$ cat config.mk
export PLATFORM = sky130hd
export DESIGN_NAME = vram_write_sched_flat
export DESIGN_NICKNAME = d
export VERILOG_FILES = /design/src/rtl/vram_write_sched_if.sv /design/src/rtl/vram_write_sched.sv /design/src/flat_wrapper.sv
export SDC_FILE = /design/constraint.sdc
export NUM_CORES = 1
export LEC_CHECK = 0
export BUFFER_PORTS_ARGS = -buffer_cell sky130_fd_sc_hd__buf_2
export CAP_MARGIN = 0
export CELL_PAD_IN_SITES_DETAIL_PLACEMENT = 1
export CELL_PAD_IN_SITES_GLOBAL_PLACEMENT = 1
export CORE_ASPECT_RATIO = 0.8
export CORE_UTILIZATION = 25
export DETAILED_ROUTE_END_ITERATION = 8
export GPL_ROUTABILITY_DRIVEN = 0
export PLACE_DENSITY_LB_ADDON = 0.1
export SLEW_MARGIN = 20
export SYNTH_ARGS = -nofsm -noshare
export SYNTH_HDL_FRONTEND = slang
export SYNTH_SLANG_ARGS = --single-unit
$ cat constraint.sdc
create_clock -name CLOCK_50 -period 3.9 [get_ports CLOCK_50]
set_input_delay 0.39 -clock CLOCK_50 [delete_from_list [all_inputs] [get_ports CLOCK_50]]
set_output_delay 0.39 -clock CLOCK_50 [all_outputs]
set_load 0.01 [all_outputs]
$ cat src/rtl/vram_write_sched_if.sv
// Host single-pixel write stream into the VRAM write scheduler.
// master drives valid/addr/data; slave answers with ready.
interface vram_write_sched_if #(
  parameter int ADDR_W = 16,
  parameter int DATA_W = 24
);
  logic              host_valid;
  logic              host_ready;
  logic [ADDR_W-1:0] host_addr;
  logic [DATA_W-1:0] host_data;

  modport master (
    output host_valid,
    output host_addr,
    output host_data,
    input  host_ready
  );

  modport slave (
    input  host_valid,
    input  host_addr,
    input  host_data,
    output host_ready
  );
endinterface

$ cat src/rtl/vram_write_sched.sv
// VRAM write-port owner: arbitrates host pixel writes against a rect-fill engine.
// Ports: CLOCK_50/RESET_N, host (if slave), fill_* operands/status, vram_* write port.
// Optional macro VRAM_FILL_CLIP_EN clips the fill rectangle to the framebuffer.
module vram_write_sched #(
  parameter int ADDR_W  = 16,
  parameter int DATA_W  = 24,
  parameter int COORD_W = 9,
  parameter int FB_W    = 256,
  parameter int FB_H    = 256
) (
  input  logic               CLOCK_50,
  input  logic               RESET_N,
  vram_write_sched_if.slave  host,
  input  logic               fill_start,
  input  logic [COORD_W-1:0] fill_x0,
  input  logic [COORD_W-1:0] fill_y0,
  input  logic [COORD_W-1:0] fill_w,
  input  logic [COORD_W-1:0] fill_h,
  input  logic [DATA_W-1:0]  fill_color,
  output logic               fill_busy,
  output logic               fill_done,
  output logic [ADDR_W-1:0]  vram_wadr,
  output logic [DATA_W-1:0]  vram_d,
  output logic               vram_we
);

  typedef enum logic [1:0] {
    IDLE,
    FILL,
    DONE
  } state_t;

  localparam logic G_HOST = 1'b0;
  localparam logic G_FILL = 1'b1;

  state_t             state;
  logic               last_grant;
  logic               empty_q;
  logic [COORD_W-1:0] x0_q;
  logic [COORD_W-1:0] w_q;
  logic [COORD_W-1:0] h_q;
  logic [DATA_W-1:0]  color_q;
  logic [ADDR_W-1:0]  row_base;
  logic [COORD_W-1:0] x_cnt;
  logic [COORD_W-1:0] y_cnt;

  logic               fill_req;
  logic               host_req;
  logic               gnt_host;
  logic               gnt_fill;
  logic               x_last;
  logic               y_last;
  logic [ADDR_W-1:0]  fill_addr;
  logic [ADDR_W-1:0]  base0;

  logic [COORD_W-1:0] eff_w;
  logic [COORD_W-1:0] eff_h;
  logic               acc_empty;

  assign fill_req = (state == FILL) && !empty_q;
  // ready must drop during reset even if the host keeps valid high
  assign host_req = host.host_valid && RESET_N;

  // both requesting: the one not served last time wins
  assign gnt_host = host_req &&
                    (!fill_req || last_grant == G_FILL);
  assign gnt_fill = fill_req &&
                    (!host_req || last_grant == G_HOST);

  assign host.host_ready = gnt_host;

  assign x_last = (x_cnt == w_q - COORD_W'(1));
  assign y_last = (y_cnt == h_q - COORD_W'(1));

  assign fill_addr = row_base
                   + ADDR_W'(x0_q)
                   + ADDR_W'(x_cnt);

  assign base0 = ADDR_W'(fill_y0 * FB_W);

`ifdef VRAM_FILL_CLIP_EN
  int rx;
  int ry;

  always_comb begin
    rx    = FB_W - int'(fill_x0);
    ry    = FB_H - int'(fill_y0);
    eff_w = '0;
    eff_h = '0;
    if (rx > 0 && ry > 0) begin
      eff_w = (int'(fill_w) > rx) ?
              COORD_W'(rx) : fill_w;
      eff_h = (int'(fill_h) > ry) ?
              COORD_W'(ry) : fill_h;
    end
  end
`else
  assign eff_w = fill_w;
  assign eff_h = fill_h;
`endif

  assign acc_empty = (eff_w == '0) || (eff_h == '0);

  always_ff @(posedge CLOCK_50 or negedge RESET_N) begin
    if (!RESET_N) begin
      state      <= IDLE;
      last_grant <= G_FILL;
      empty_q    <= 1'b0;
      x0_q       <= '0;
      w_q        <= '0;
      h_q        <= '0;
      color_q    <= '0;
      row_base   <= '0;
      x_cnt      <= '0;
      y_cnt      <= '0;
      fill_busy  <= 1'b0;
      fill_done  <= 1'b0;
      vram_wadr  <= '0;
      vram_d     <= '0;
      vram_we    <= 1'b0;
    end else begin
      vram_we   <= 1'b0;
      fill_done <= 1'b0;

      if (gnt_host) begin
        vram_we    <= 1'b1;
        vram_wadr  <= host.host_addr;
        vram_d     <= host.host_data;
        last_grant <= G_HOST;
      end else if (gnt_fill) begin
        vram_we    <= 1'b1;
        vram_wadr  <= fill_addr;
        vram_d     <= color_q;
        last_grant <= G_FILL;
      end

      unique case (state)
        IDLE: begin
          if (fill_start) begin
            state     <= FILL;
            fill_busy <= 1'b1;
            empty_q   <= acc_empty;
            x0_q      <= fill_x0;
            w_q       <= eff_w;
            h_q       <= eff_h;
            color_q   <= fill_color;
            row_base  <= base0;
            x_cnt     <= '0;
            y_cnt     <= '0;
          end
        end
        FILL: begin
          if (empty_q) begin
            state     <= DONE;
            fill_busy <= 1'b0;
            fill_done <= 1'b1;
          end else if (gnt_fill) begin
            if (x_last) begin
              x_cnt <= '0;
              if (y_last) begin
                state     <= DONE;
                fill_busy <= 1'b0;
                fill_done <= 1'b1;
              end else begin
                y_cnt    <= y_cnt + COORD_W'(1);
                row_base <= row_base
                          + ADDR_W'(FB_W);
              end
            end else begin
              x_cnt <= x_cnt + COORD_W'(1);
            end
          end
        end
        DONE: state <= IDLE;
        default: state <= IDLE;
      endcase
    end
  end

endmodule

$ cat src/flat_wrapper.sv
// flat-port wrapper written by rule: the top's interface ports become plain ports
module vram_write_sched_flat 
#(
  parameter int ADDR_W  = 16,
  parameter int DATA_W  = 24,
  parameter int COORD_W = 9,
  parameter int FB_W    = 256,
  parameter int FB_H    = 256
)
  (CLOCK_50, RESET_N, fill_start, fill_x0, fill_y0, fill_w, fill_h, fill_color, fill_busy, fill_done, vram_wadr, vram_d, vram_we, host_host_valid, host_host_addr, host_host_data, host_host_ready);
  vram_write_sched_if #(.ADDR_W(ADDR_W), .DATA_W(DATA_W)) host_i ();
  input  logic CLOCK_50;
  input  logic RESET_N;
  input  logic fill_start;
  input  logic [COORD_W-1:0] fill_x0;
  input  logic [COORD_W-1:0] fill_y0;
  input  logic [COORD_W-1:0] fill_w;
  input  logic [COORD_W-1:0] fill_h;
  input  logic [DATA_W-1:0] fill_color;
  output logic fill_busy;
  output logic fill_done;
  output logic [ADDR_W-1:0] vram_wadr;
  output logic [DATA_W-1:0] vram_d;
  output logic vram_we;
  input wire logic [$bits(host_i.host_valid)-1:0] host_host_valid;
  input wire logic [$bits(host_i.host_addr)-1:0] host_host_addr;
  input wire logic [$bits(host_i.host_data)-1:0] host_host_data;
  output wire logic [$bits(host_i.host_ready)-1:0] host_host_ready;
  assign host_i.host_valid = host_host_valid;
  assign host_i.host_addr = host_host_addr;
  assign host_i.host_data = host_host_data;
  assign host_host_ready = host_i.host_ready;
  vram_write_sched #(.ADDR_W(ADDR_W), .DATA_W(DATA_W), .COORD_W(COORD_W), .FB_W(FB_W), .FB_H(FB_H)) u_core (.CLOCK_50(CLOCK_50), .RESET_N(RESET_N), .host(host_i), .fill_start(fill_start), .fill_x0(fill_x0), .fill_y0(fill_y0), .fill_w(fill_w), .fill_h(fill_h), .fill_color(fill_color), .fill_busy(fill_busy), .fill_done(fill_done), .vram_wadr(vram_wadr), .vram_d(vram_d), .vram_we(vram_we));
endmodule
[Word level (Yosys, flattened, before mapping)]
Index checks and enable logic that the tools add are counted.
W data, S select, Z words.
Cells by class
  add/subtract/negate cells: 7
  eq/ne operators: 11
  reduce and logical (&&, ||, !) cells: 20
  multiplexer cells: 41
  bitwise operators: 1
Operator list (count)
  $mux W16: 7
  $mux W9: 8
  $mux W24: 2
  $pmux W9 S2: 2
  $add A16 B9 Y16: 2
  $pmux W16 S2: 1
  $add A9 B1 Y9 const B: 2
  $eq A9 B9 Y1: 2
  $logic_not A9 Y1: 2
  $sub A9 B1 Y9 const B: 2
  $add A16 B9 Y16 const B: 1
  $mux W1: 14
  $mux W2: 5
  $ne A3 B1 Y1 const B: 3
  $reduce_and A4 Y1: 2
  $ne A2 B2 Y1 const B: 3
  $reduce_and A6 Y1: 1
  $reduce_and A5 Y1: 1
  $logic_and A1 B1 Y1: 4
  $ne A2 B1 Y1 const B: 2
  $pmux W2 S2: 1
  $reduce_bool A2 Y1: 2
  $logic_not A1 Y1: 3
  $logic_or A1 B1 Y1: 3
  5 further kinds: 5
Storage, ports and cells
  output and inout bits: 44
  bits in registers: 132
  input port bits: 104
  word-level logic and storage cells: 95

[Longest topological paths before layout]
Gate-level depths: netlist of run 1.
  word-level depth: 7
  mapped depth: 11
  gate-level depth less buffers: 11

[Worst setup path before layout of run 1]
Ideal clock, no wire load.
  path kind: reg2reg
  from: register u_core.w_q[0]
  to: register u_core.y_cnt[7]
  data arrival time: 2.813 ns
  buffers on the path: 1
  stages on the path, launching flop included: 11
  setup slack: 1.009 ns
  cells stage by stage: dfrtp_1 > inv_1 > ha_1 > nor3b_1 > a41o_1 > nand4_1 > a2111oi_4 > a31oi_1 > buf_2 > or4_1 > a21oi_1
On the way
  longest elaborated chain between the ends: 4
Ends and longest elaborated chain
  start, declared: RTL line vram_write_sched.sv:40  | logic [COORD_W-1:0] w_q;
  start signal, assigned: RTL line vram_write_sched.sv:144  | w_q <= eff_w;
  $sub A9 B1 Y9: RTL line vram_write_sched.sv:72  | assign x_last = (x_cnt == w_q - COORD_W'(1));
  $eq A9 B9 Y1: RTL line vram_write_sched.sv:72
  $ne A2 B1 Y1 (no source line)
  $reduce_and A6 Y1 (no source line)
  end signal, assigned: RTL line vram_write_sched.sv:165  | y_cnt <= y_cnt + COORD_W'(1);
  end, declared: RTL line vram_write_sched.sv:45  | logic [COORD_W-1:0] y_cnt;
Every way passes these cells.
A chain may end at the register's enable or synchronous reset.

[Final worst setup path of run 1]
Ends and elaborated chain as after synthesis.

==> flow_metrics.py, run 1 <==
metrics = {
    "power": {
        "vdd_ir_drop_max_v": 0.000312,
        "leakagePower_nw": 3.95,
        "power_density_nw_per_um2": 803,
    },
    "clock_network": {
        "postCtsSetupRepairBufs": 0,
        "cts_num_sinks": 124,
        "cts_hold_buffers": 0,
        "cts_tree": "yes",
        "path_clk_slew_ns": 0.06,
        "root_buffer": "clkbuf_16",
        "clockBufferDepth": 2,
        "htreeDepth": 4,
        "cts_resized": 0,
        "cts_buffers": 17,
        "clk_latency_ns": 0.43,
    },
    "drt": {
        "antenna_left": 0,
        "drtIter0Drc": 223,
        "firstDrtPassIters": 5,
        "drcViolationCount": 0,
        "vias": 5935,
        "post_drt_wl_per_cell_um": 16.2,
        "via_per_inst": 4.63,
        "routed_wl_um": 20800,
    },
    "setup_path": {
        "endpoint_kind": "register",
        "crit_path_max_fanout": 20,
        "critPathKind": "reg -> reg",
        "required_ns": 4.24,
        "crit_end": "u_core.y_cnt[7]",
        "reg2reg_to": "u_core.y_cnt[7]",
        "r2r_slack_ns": 0.47,
        "startpoint_type": "register",
        "reg2reg_from": "u_core.w_q[0]",
        "crit_start": "u_core.w_q[0]",
        "r2r_cells": 10,
        "crit_arrival_ns": 3.77,
    },
    "synthesis": {
        "netlist_area_sq_um": 6690,
        "async_flop_share": 1.00,
        "synth.distinct_cells": 66,
        "syn_inst": 779,
        "ys_seq_elements": 124,
        "synth_edf_count": 0,
        "synth_nets": 907,
        "ys_top_cells_by_area": "dfrtp_1, nand2_1, ha_1",
        "synthFlopType": "dfrtp_1",
        "postSynthAreaPerCell_sq_um": 8.59,
        "yosysSeqAreaShare": 0.464,
        "ys_warn_count": 0,
        "netlist.top_cell.by_area": "dfrtp_1",
        "yosysTopAreaCellShare": 0.460,
    },
    "finish": {
        "fill_cells": 3171,
        "nets": 1041,
        "final_layout_size_suffix_gt1_frac": 0.221,
        "area_delta_synth_final_pct": 25.9,
    },
    "global_route": {
        "grt_pass1_vias": 6186,
        "gr-total-overflow": 0,
        "grt_usage": 0.164,
        "grt_max_degree": 73,
        "grt_pass1_wl_um": 34500,
        "antenna_found_initial": 2,
    },
    "sta": {
        "period_share": 0.879,
        "rsz0062_at_grt": "false",
        "finalSetupViolCount": 0,
        "hold_violations": 0,
        "max_freq_ghz": 0.292,
        "fin_skew_ns": 0.00845,
        "fin_tns_setup_ns": 0,
        "finalCriticalPeriod_ns": 3.43,
        "tightestPinTransition_ns": 0.888,
        "drv_slew": 0,
        "maxSlewHeadroom": 0.407,
        "worst_hold_slack_ns": 0.00328,
    },
    "floorplan": {
        "die_width_um": 185,
        "fp.coreArea_sq_um": 26300,
        "die_h_um": 148,
        "die-area_sq_um": 27400,
        "rows": 53,
        "io_pins": 148,
        "start_util": 0.255,
    },
    "placed_design": {
        "io_buffer_count": 146,
        "dp_hpwl_um": 14700,
    },
    "run_status": {
        "status": "completed",
    },
    "min_path": {
        "hp-class": "in -> async",
    },
    "job": {
        "max_cap_violations": 0,
    },
}
[layer usage]
metal,vias to the layer above,track usage,wire [um]
met5,-,0,0
met4,0,0.0521,248
met3,16,0.0419,887
met2,84,0.250,9450
met1,2867,0.225,10200
li1,2968,-,-
[synth_stat cells, drive strengths merged, types with 3 or more instances]
cell type and number:
nand2 225, dfrtp 123, nor2 64, clkbuf 42, a31oi 34, a21oi 28, o21ai 26, ha 22
xnor2 20, nand3 19, inv 15, nor3 13, xor2 13, o31ai 12, nor2b 9, nor4 7
o21a 7, or3 7, or4 7, and3 6, nand4 6, o22ai 5, a21boi 4, buf 4
nand2b 4, nor3b 4, o211ai 4, nand4b 3
[area by class of cell]
class	count	area [sq um]	area share
Antenna cell	1	2.50	0.000297
Multi-Input combinational cell	593	3370	0.400
Timing Repair Buffer	161	850	0.101
Clock buffer	23	478	0.0567
Inverter	16	60.1	0.00713
Clock inverter	8	115	0.0137
Sequential cell	124	3100	0.368
Tap cell	357	447	0.0530
[power breakdown]
part	internal [W]	total (W)	switching, W
Clock	0.00105	0.00164	0.000589
Sequential	0.00186	0.00239	0.000528
Combinational	0.00112	0.00274	0.00162
Total	0.00403	0.00677	0.00273
[sequential cells by signal, indices dropped and copies added, names as in the netlist]
name / cells
u_core.color_q: 24
u_core.vram_d: 24
u_core.vram_wadr: 16
u_core.h_q: 9
u_core.w_q: 9
u_core.x0_q: 9
u_core.x_cnt: 9
u_core.y_cnt: 9
u_core.row_base: 8
u_core.state: 2
u_core.empty_q: 1
u_core.fill_busy: 1
u_core.fill_done: 1
u_core.last_grant: 1
u_core.vram_we: 1
[cells by family after synthesis]
logic type,share of synthesized area
buf+inv,0.0363
mux,0.00636
compound gates,0.154
simple gates,0.249
fa+ha+maj,0.0471
xor+xnor,0.0432
flops,0.464
[placed cells by master (no fill, tap or decap), types with 19 or more instances in the layout]
cell type,instances
o21ai_0,26
a31oi_1,34
nand2_1,225
ha_1,22
xnor2_1,20
dfrtp_1,123
nor2_1,64
buf_2,145
a21oi_1,28
nand3_1,19
[worst min-delay path by stage]
stage / slack [ns] / startpoint / end / depth (start not counted)
floorplan: 0.09 / RESET_N / u_core.color_q[0] / 0
global placement: 0.46 / u_core.color_q[22] / u_core.color_q[22] / 2
detailed placement: 0.46 / u_core.color_q[11] / u_core.color_q[11] / 2
CTS: 0.02 / RESET_N / u_core.x0_q[6] / 1
global route: 0.05 / RESET_N / u_core.x0_q[1] / 1
finish: 0.003 / RESET_N / u_core.x0_q[6] / 1
[per-stage QoR]
stage	util	std cells	setup WS (ns)	area (sq um)	power, W
2_1_floorplan	-	779	1.01	6690	0.00422
3_5_place_dp	0.298	1251	0.458	7830	0.00522
6_report	0.321	1283	0.472	8420	0.00677
4_1_cts	0.321	1282	0.446	8420	0.00691
5_1_grt	0.321	1282	0.178	8420	0.00740
3_3_place_gp	0.298	1251	0.502	7830	0.00521
[critical path, cell delays in order, from the launching register on]
cell	delay [ns]
dfrtp_1	0.44
inv_1	0.10
ha_1	0.25
nor3b_1	0.76
a41o_1	0.28
nand4_1	0.18
a2111oi_4	0.30
a31oi_1	0.14
buf_4	0.23
or4_1	0.51
a21oi_1	0.16
(Power assumes the default switching activity.)
==> inputs of run 2 (changes only) <==
- BUFFER_PORTS_ARGS: -buffer_cell sky130_fd_sc_hd__buf_2 -> -buffer_cell sky130_fd_sc_hd__buf_4
==> run 2 against run 1 <==
Net effect: worst hold slack improved by 0.15 ns; sequential share of layout area fell by 1.5 points; sequential power barely moved; critical path type unchanged.
==> flow_metrics.py, run 2 (synthesized netlist as in run 1, its figures left out) <==
metrics = {
    "run_status": {
        "status": "completed",
    },
    "placed_design": {
        "io_buffer_count": 146,
        "place_area_sq_um": 8200,
        "dp_hpwl_um": 15000,
    },
    "global_route": {
        "grt_usage": 0.167,
        "gr-total-overflow": 0,
        "antenna_found_initial": 0,
        "busiest_layer": "met2",
        "grt_max_degree": 66,
        "grt_use_met1": 0.227,
        "grtUsageMet2": 0.263,
        "grt_pass1_wl_um": 35300,
        "grtUsageMet3": 0.0414,
        "grt_pass1_vias": 6383,
    },
    "setup_path": {
        "endpoint_kind": "register",
        "crit_path_max_fanout": 20,
        "crit_arrival_ns": 3.92,
        "startpoint_type": "register",
        "critPathKind": "reg -> reg",
        "r2r_cells": 10,
        "required_ns": 4.24,
    },
    "sta": {
        "max_freq_ghz": 0.279,
        "period_share": 0.920,
        "fin_skew_ns": 0.00955,
        "fin_tns_setup_ns": 0,
        "maxSlewHeadroom": 0.338,
        "hold_violations": 0,
        "drv_slew": 0,
        "tightestPinTransition_ns": 0.990,
        "worst_hold_slack_ns": 0.158,
        "rsz0062_at_grt": "false",
        "finalCriticalPeriod_ns": 3.59,
        "finalSetupViolCount": 0,
    },
    "drt": {
        "routed_wl_um": 21400,
        "vias": 5954,
        "drcViolationCount": 0,
        "drtIter0Drc": 271,
        "antenna_left": 0,
        "firstDrtPassIters": 6,
        "post_drt_wl_per_cell_um": 16.7,
        "via_per_inst": 4.64,
    },
    "finish": {
        "final_layout_size_suffix_gt1_frac": 0.225,
        "area_delta_synth_final_pct": 31.4,
        "layout_commonest_cell": "nand2_1",
        "fill_cells": 3122,
        "layout_common_cells": "nand2_1, buf_4, dfrtp_1",
        "n_antenna_cell": 0,
        "finalInstanceArea_sq_um": 8790,
        "nets": 1041,
        "reg.largest.list": "u_core.color_q: 24 flops, u_core.vram_d: 24 flops, u_core.vram_wadr: 16 flops",
    },
    "clock_network": {
        "cts_buffers": 17,
        "postCtsSetupRepairBufs": 0,
        "clockBufferDepth": 2,
        "clk_latency_ns": 0.42,
        "root_buffer": "clkbuf_16",
        "cts_tree": "yes",
        "cts_resized": 0,
        "cts_num_sinks": 124,
        "cts_hold_buffers": 0,
        "path_clk_slew_ns": 0.06,
        "htreeDepth": 4,
    },
    "power": {
        "leakagePower_nw": 4.07,
        "vdd_ir_drop_max_v": 0.000308,
        "swShare": 0.404,
        "switching_power_w": 0.00280,
        "power_w": 0.00693,
        "power_density_nw_per_um2": 788,
        "combPwrFrac": 0.422,
        "internal-power_w": 0.00413,
        "power.share.sequential": 0.348,
        "clockPowerShare": 0.230,
    },
    "min_path": {
        "hp-class": "in -> reg",
        "holdPathStages": 3,
    },
    "floorplan": {
        "die-area_sq_um": 27400,
        "start_util": 0.255,
        "rows": 53,
        "die_width_um": 185,
        "fp.coreArea_sq_um": 26300,
        "io_pins": 148,
        "die_h_um": 148,
    },
    "job": {
        "max_cap_violations": 0,
    },
}
-- run 2: cell type report --
cell class / instances / area, sq um / area share
clock buffer: 20 / 467 / 0.0531
clock inverter: 12 / 120 / 0.0137
inverter: 16 / 60.1 / 0.00683
multi-input combinational: 593 / 3370 / 0.383
sequential: 124 / 3100 / 0.353
tap: 357 / 447 / 0.0508
timing repair buffer: 161 / 1220 / 0.139
-- run 2: final timing paths --
check | start | to | slack [ns]
worst max-delay path | u_core.w_q[0] | u_core.y_cnt[3] | 0.31
worst min-delay path | fill_color[11] | u_core.color_q[11] | 0.16
worst max register to register | u_core.w_q[0] | u_core.y_cnt[3] | 0.31
worst min register to register | u_core.color_q[18] | u_core.color_q[18] | 0.47
max in group asynchronous | RESET_N | u_core.vram_wadr[11] | 2.27
min in group asynchronous | RESET_N | u_core.w_q[4] | 0.21
-- run 2: power groups by stage --
stage | clock [W] | sequential, W | combinational [W]
2_1_floorplan | 0 | 0.00232 | 0.00190
3_3_place_gp | 0 | 0.00243 | 0.00294
3_5_place_dp | 0 | 0.00243 | 0.00298
4_1_cts | 0.00166 | 0.00242 | 0.00300
5_1_grt | 0.00171 | 0.00251 | 0.00334
6_report | 0.00160 | 0.00241 | 0.00292
-- run 2: through the flow --
step | worst slack (ns) | util | std cells
4_1_cts | 0.305 | 0.335 | 1283
3_3_place_gp | 0.485 | 0.312 | 1251
2_1_floorplan | 1.01 | - | 779
5_1_grt | 0.0487 | 0.335 | 1283
3_5_place_dp | 0.368 | 0.312 | 1251
6_report | 0.313 | 0.335 | 1283
-- run 2: layer usage --
| layer | vias up | part of all wire |
|---|---|---|
| met3 | 12 | 0.039 |
| met2 | 79 | 0.46 |
| met4 | 0 | 0.0096 |
| met1 | 2904 | 0.50 |
| li1 | 2959 | - |
| met5 | - | 0 |
-- run 2: critical path, cell delays in order, from the launching register on --
cell	delay, ns
dfrtp_1	0.45
inv_1	0.11
ha_1	0.28
nor3b_1	0.84
a41o_1	0.29
nand4_1	0.17
a2111oi_4	0.33
a31oi_1	0.15
buf_4	0.23
or4_1	0.51
a21oi_1	0.15
